## src/rtl/secuenciador_muestreo.sv

```systemverilog
// Sampling sequencer and thermal controller: periodically requests a sensor reading,
// registers the temperature and drives fan/alarm with hysteresis, with fail-safe on timeout.
module secuenciador_muestreo #(
    parameter int unsigned PERIODO_MUESTRA = 1000,
    parameter int unsigned TIMEOUT         = 255,
    parameter int unsigned T_VENT_ON       = 25,
    parameter int unsigned T_VENT_OFF      = 22,
    parameter int unsigned T_ALARMA_ON     = 30,
    parameter int unsigned T_ALARMA_OFF    = 28
) (
    input  logic       clock,
    input  logic       reset,
    input  logic       en_m1,
    input  logic [4:0] temperatura,
    input  logic       dato_listo,
    output logic       lect,
    output logic [4:0] temp_reg,
    output logic       muestra_valida,
    output logic       est_ventilador,
    output logic       est_alarma,
    output logic       fallo
);

    localparam int unsigned CntW  = (PERIODO_MUESTRA > 1) ? $clog2(PERIODO_MUESTRA) : 1;
    localparam int unsigned TcntW = (TIMEOUT > 0) ? $clog2(TIMEOUT + 1) : 1;

    localparam logic [CntW-1:0]  CntFin    = CntW'(PERIODO_MUESTRA - 1);
    localparam logic [TcntW-1:0] TcntFin   = TcntW'(TIMEOUT - 1);
    localparam logic [4:0]       VentOn    = 5'(T_VENT_ON);
    localparam logic [4:0]       VentOff   = 5'(T_VENT_OFF);
    localparam logic [4:0]       AlarmaOn  = 5'(T_ALARMA_ON);
    localparam logic [4:0]       AlarmaOff = 5'(T_ALARMA_OFF);

    typedef enum logic [1:0] {
        StIdle,
        StEspera,
        StSolicita
    } estado_e;

    estado_e          estado;
    logic [CntW-1:0]  cnt;
    logic [TcntW-1:0] tcnt;

    logic alarma_nueva;
    logic vent_nuevo;

    // Hysteresis starts from the currently held commands, including fail-safe values.
    always_comb begin
        alarma_nueva = est_alarma;
        if (temperatura >= AlarmaOn) begin
            alarma_nueva = 1'b1;
        end else if (temperatura <= AlarmaOff) begin
            alarma_nueva = 1'b0;
        end

        vent_nuevo = est_ventilador;
        if (temperatura >= VentOn) begin
            vent_nuevo = 1'b1;
        end else if (temperatura <= VentOff) begin
            vent_nuevo = 1'b0;
        end
        if (alarma_nueva) begin
            vent_nuevo = 1'b1;
        end
    end

    always_ff @(posedge clock or negedge reset) begin
        if (!reset) begin
            estado         <= StIdle;
            cnt            <= '0;
            tcnt           <= '0;
            lect           <= 1'b0;
            temp_reg       <= '0;
            muestra_valida <= 1'b0;
            est_ventilador <= 1'b0;
            est_alarma     <= 1'b0;
            fallo          <= 1'b0;
        end else begin
            muestra_valida <= 1'b0;
            if (!en_m1) begin
                // Disable wins over any pending sample; results are held.
                estado <= StIdle;
                lect   <= 1'b0;
                cnt    <= '0;
                tcnt   <= '0;
            end else begin
                case (estado)
                    StIdle: begin
                        estado <= StSolicita;
                        lect   <= 1'b1;
                        cnt    <= '0;
                        tcnt   <= '0;
                    end
                    StEspera: begin
                        if (cnt == CntFin) begin
                            estado <= StSolicita;
                            lect   <= 1'b1;
                            cnt    <= '0;
                            tcnt   <= '0;
                        end else begin
                            cnt <= cnt + 1'b1;
                        end
                    end
                    StSolicita: begin
                        if (dato_listo) begin
                            temp_reg       <= temperatura;
                            est_ventilador <= vent_nuevo;
                            est_alarma     <= alarma_nueva;
                            fallo          <= 1'b0;
                            muestra_valida <= 1'b1;
                            estado         <= StEspera;
                            lect           <= 1'b0;
                            cnt            <= '0;
                            tcnt           <= '0;
                        end else if (tcnt == TcntFin) begin
                            fallo          <= 1'b1;
                            est_ventilador <= 1'b1;
                            est_alarma     <= 1'b1;
                            estado         <= StEspera;
                            lect           <= 1'b0;
                            cnt            <= '0;
                            tcnt           <= '0;
                        end else begin
                            tcnt <= tcnt + 1'b1;
                        end
                    end
                    default: begin
                        estado <= StIdle;
                        lect   <= 1'b0;
                        cnt    <= '0;
                        tcnt   <= '0;
                    end
                endcase
            end
        end
    end

endmodule

```

## config.mk

```make
export PLATFORM = sky130hd
export DESIGN_NAME = secuenciador_muestreo
export DESIGN_NICKNAME = d
export VERILOG_FILES = /design/src/rtl/secuenciador_muestreo.sv
export SDC_FILE = /design/constraint.sdc
export NUM_CORES = 1
export LEC_CHECK = 0
export ABC_AREA = 1
export BUFFER_PORTS_ARGS = -buffer_cell sky130_fd_sc_hd__buf_2
export CAP_MARGIN = 10
export CORE_UTILIZATION = 45
export DETAILED_ROUTE_END_ITERATION = 7
export GPL_TIMING_DRIVEN = 0
export HOLD_SLACK_MARGIN = 0.05
export SLEW_MARGIN = 5
export SYNTH_ARGS = -nofsm -noshare
export SYNTH_HDL_FRONTEND = slang
export SYNTH_SLANG_ARGS = --single-unit
export TNS_END_PERCENT = 20
```

## constraint.sdc

```tcl
create_clock -name clock -period 1.7 [get_ports clock]
set_input_delay 0.085 -clock clock [delete_from_list [all_inputs] [get_ports clock]]
set_output_delay 0.085 -clock clock [all_outputs]
set_load 0.05 [all_outputs]
```

==> results.yml <==
logic_synthesis:
  ys_ff_latch: 30
  syn_nets: 230
  seq_area_frac_synth_pct: 44.8
  synth_cell_types: 27
  synth_area_um2: 1680
  synthCells: 218
  yosys_warnings: 0
  synth.avg_cell_area_um2: 7.69
place:
  post-dp-hpwl_um: 2350
  place_congestion: 0.836
  io_buffers: 18
  dp_cells: 282
final_layout:
  n_fill_cell: 325
  final_cells: 296
  num_antenna_cells: 0
  layout_common_cells: "68 x nand2_1, 30 x dfrtp_1, 25 x nor2_1"
  area_growth_pct: 20.9
  fin_util_pct: 58.9
  largest_reg_flops: 10
  layout_commonest_cell: "nand2_1"
  drive_gt1_share_pct: 20.4
  layout.nets: 261
sta:
  period_needed_ps: 1530
  finalMaxSlewViolations: 0
  rsz0062_at_grt: "no"
  timing.fmax_mhz: 654
  fin_crit_sh_pct: 89.9
  tns_ps: 0
  setup_viol: 0
  finalHoldViolations: 0
  hold_ws_ps: 86.1
  maxSlewHeadroom_pct: 54.4
  tightest_slew_ps: 683
  skew_ps: 4.47
power_and_ir_drop:
  fin_total_pwr_mw: 2.23
  p_seq_share_pct: 37.2
  p_clk_share_pct: 40.4
  power_density_nw_per_um2: 1100
  intPower_mw: 1.53
  ir_drop_mv: 0.463
  pwr-share-comb_pct: 22.3
  swShare_pct: 31.2
  p_leak_nw: 0.993
  p_switching_uw: 694
run:
  max_cap_viol_count: 0
clock_tree:
  clk_latency_ps: 280
  h-tree-depth: 2
  post-cts-setup-buffer-count: 0
  cts_buffer_depth: 2
  cts_sinks: 30
  cts_tree: "built"
  cts_root_buffer: "clkbuf_8"
  cts_buffers: 5
  clkTransAtPathRegs_ps: 70
worst_setup_path:
  worst_r2r_path_depth: 9
  critPathMaxStageDelay_ps: 370
  path_common_cell: "nand2_1"
  reg2reg_slack_ps: 170
  setup.worst_path.start_class: "flop"
  critical_path.cell_chain: "ha_1, nand2_1, nor2_1, nand2_1, nand2_2, buf_6, inv_2, nand2_1, o21ai_0"
  crit_start: "cnt[0]"
  worst-setup-path-type: "reg -> reg"
  cp_slowest_cell: "dfrtp_1"
  cp.arrival_ps: 1690
  endpoint_kind: "flop"
  worstPathRequired_ps: 1860
  crit_fanout: 10
  reg2reg_from: "cnt[0]"
  r2r-end: "tcnt[1]"
detailed_routing:
  antenna_left: 0
  wl_per_cell_um: 11.1
  drc: 0
  vias: 1405
  wl_um: 3300
  first_iter_violations: 79
  firstDrtPassIters: 4
  via_per_inst: 4.75
die:
  initial_utilization_pct: 48.7
  pin_count: 19
  num_rows: 21
  die_area_um2: 3970
  die_height_um: 63.0
  coreArea_um2: 3440
  die_w_um: 63.0
global_routing:
  grt_pass1_vias: 1303
  grt_usage_pct: 19.0
  met2_usage_pct: 29.4
  gr-total-overflow: 0
  antenna_found_initial: 0
  met1_usage_pct: 25.6
  grt_max_degree: 31
  grt_pass1_wl_um: 5850
  grt-busiest-layer: "met2"
  use_met3_pct: 5.47
min_path:
  whs_path_depth: 3
  hp-start: "temperatura[2]"
  hp-class: "in -> reg"
  min_delay_worst_endpoint: "temp_reg[2]"
run_status:
  status: "finished clean"
==> final cells by class <==
class                      count  area [um2]  area share [%]
multi-input combinational    158         778            38.4
buffer                         4        48.8            2.41
sequential                    30         751            37.1
inverter                      26        97.6            4.82
clock inverter                 2        60.1            2.96
timing repair buffer          24         150            7.41
clock buffer                   6        82.6            4.08
tap                           46        57.6            2.84
==> cells in the mapped netlist, drive strengths merged <==
cell type  number  area, um2
nor2           30        135
inv            26       97.6
xor2            1       8.76
nand2          76        310
a21oi           7       38.8
nand4           7       43.8
o21a            1       7.51
dfrtp          30        751
nand3          11       72.6
nand3b          1       7.51
o21bai          1       7.51
ha              3       37.5
o21ai          11       58.8
nor3            7       35.0
buf             4       48.8
nor3b           2       15.0
==> worst max-delay path, delay by kind of cell (launching register included) <==
kind	cells	cell delay, ps
simple gates	5	510
fa+ha+maj	1	230
buf+inv	2	230
flops	1	370
compound gates	1	80
==> cell families after synthesis <==
family | synth area share (%)
buffers and inverters | 8.74
adder cells (fa/ha/maj) | 2.24
XOR/XNOR | 0.523
flip-flops | 44.8
AND/OR/NAND/NOR | 37.0
AO/OA/AOI/OAI | 6.72
==> repair_timing <==
item / in CTS / in global routing
resized for setup: 0 / 0
hold buffers: 6 / 0
setup endpoints to repair: 0 / 0
hold endpoints to repair: 35 / 0
==> metal layers <==
metal,vias up,share of wire (%)
met1,640,50
met2,19,47
li1,744,-
met4,0,0.36
met3,2,2.6
met5,-,0
==> how the worst max path moves through the flow <==
stage              end  slack (ps)  cells after the start
2_1_floorplan  tcnt[3]         380                     10
3_3_place_gp   tcnt[0]         240                      9
3_5_place_dp   tcnt[1]         200                      9
4_1_cts        tcnt[1]         180                      9
5_1_grt        tcnt[0]          10                      9
6_report       tcnt[1]         170                      9
==> metrics by stage <==
| step | setup WS, ps | area [um2] |
|---|---|---|
| after global routing | 13.3 | 2030 |
| after global placement | 239 | 1820 |
| final | 172 | 2030 |
| after detailed placement | 198 | 1820 |
| after floorplan | 376 | 1680 |
| after CTS | 176 | 2030 |
==> power groups by stage <==
stage	clock network (mW)	logic (mW)	registers (mW)
after global placement	0	0.488	0.839
after global routing	0.958	0.531	0.839
final	0.900	0.498	0.830
after detailed placement	0	0.492	0.842
after floorplan	0	0.128	1.08
after CTS	0.919	0.505	0.830
Note: power is estimated with default switching activity, not from simulation.
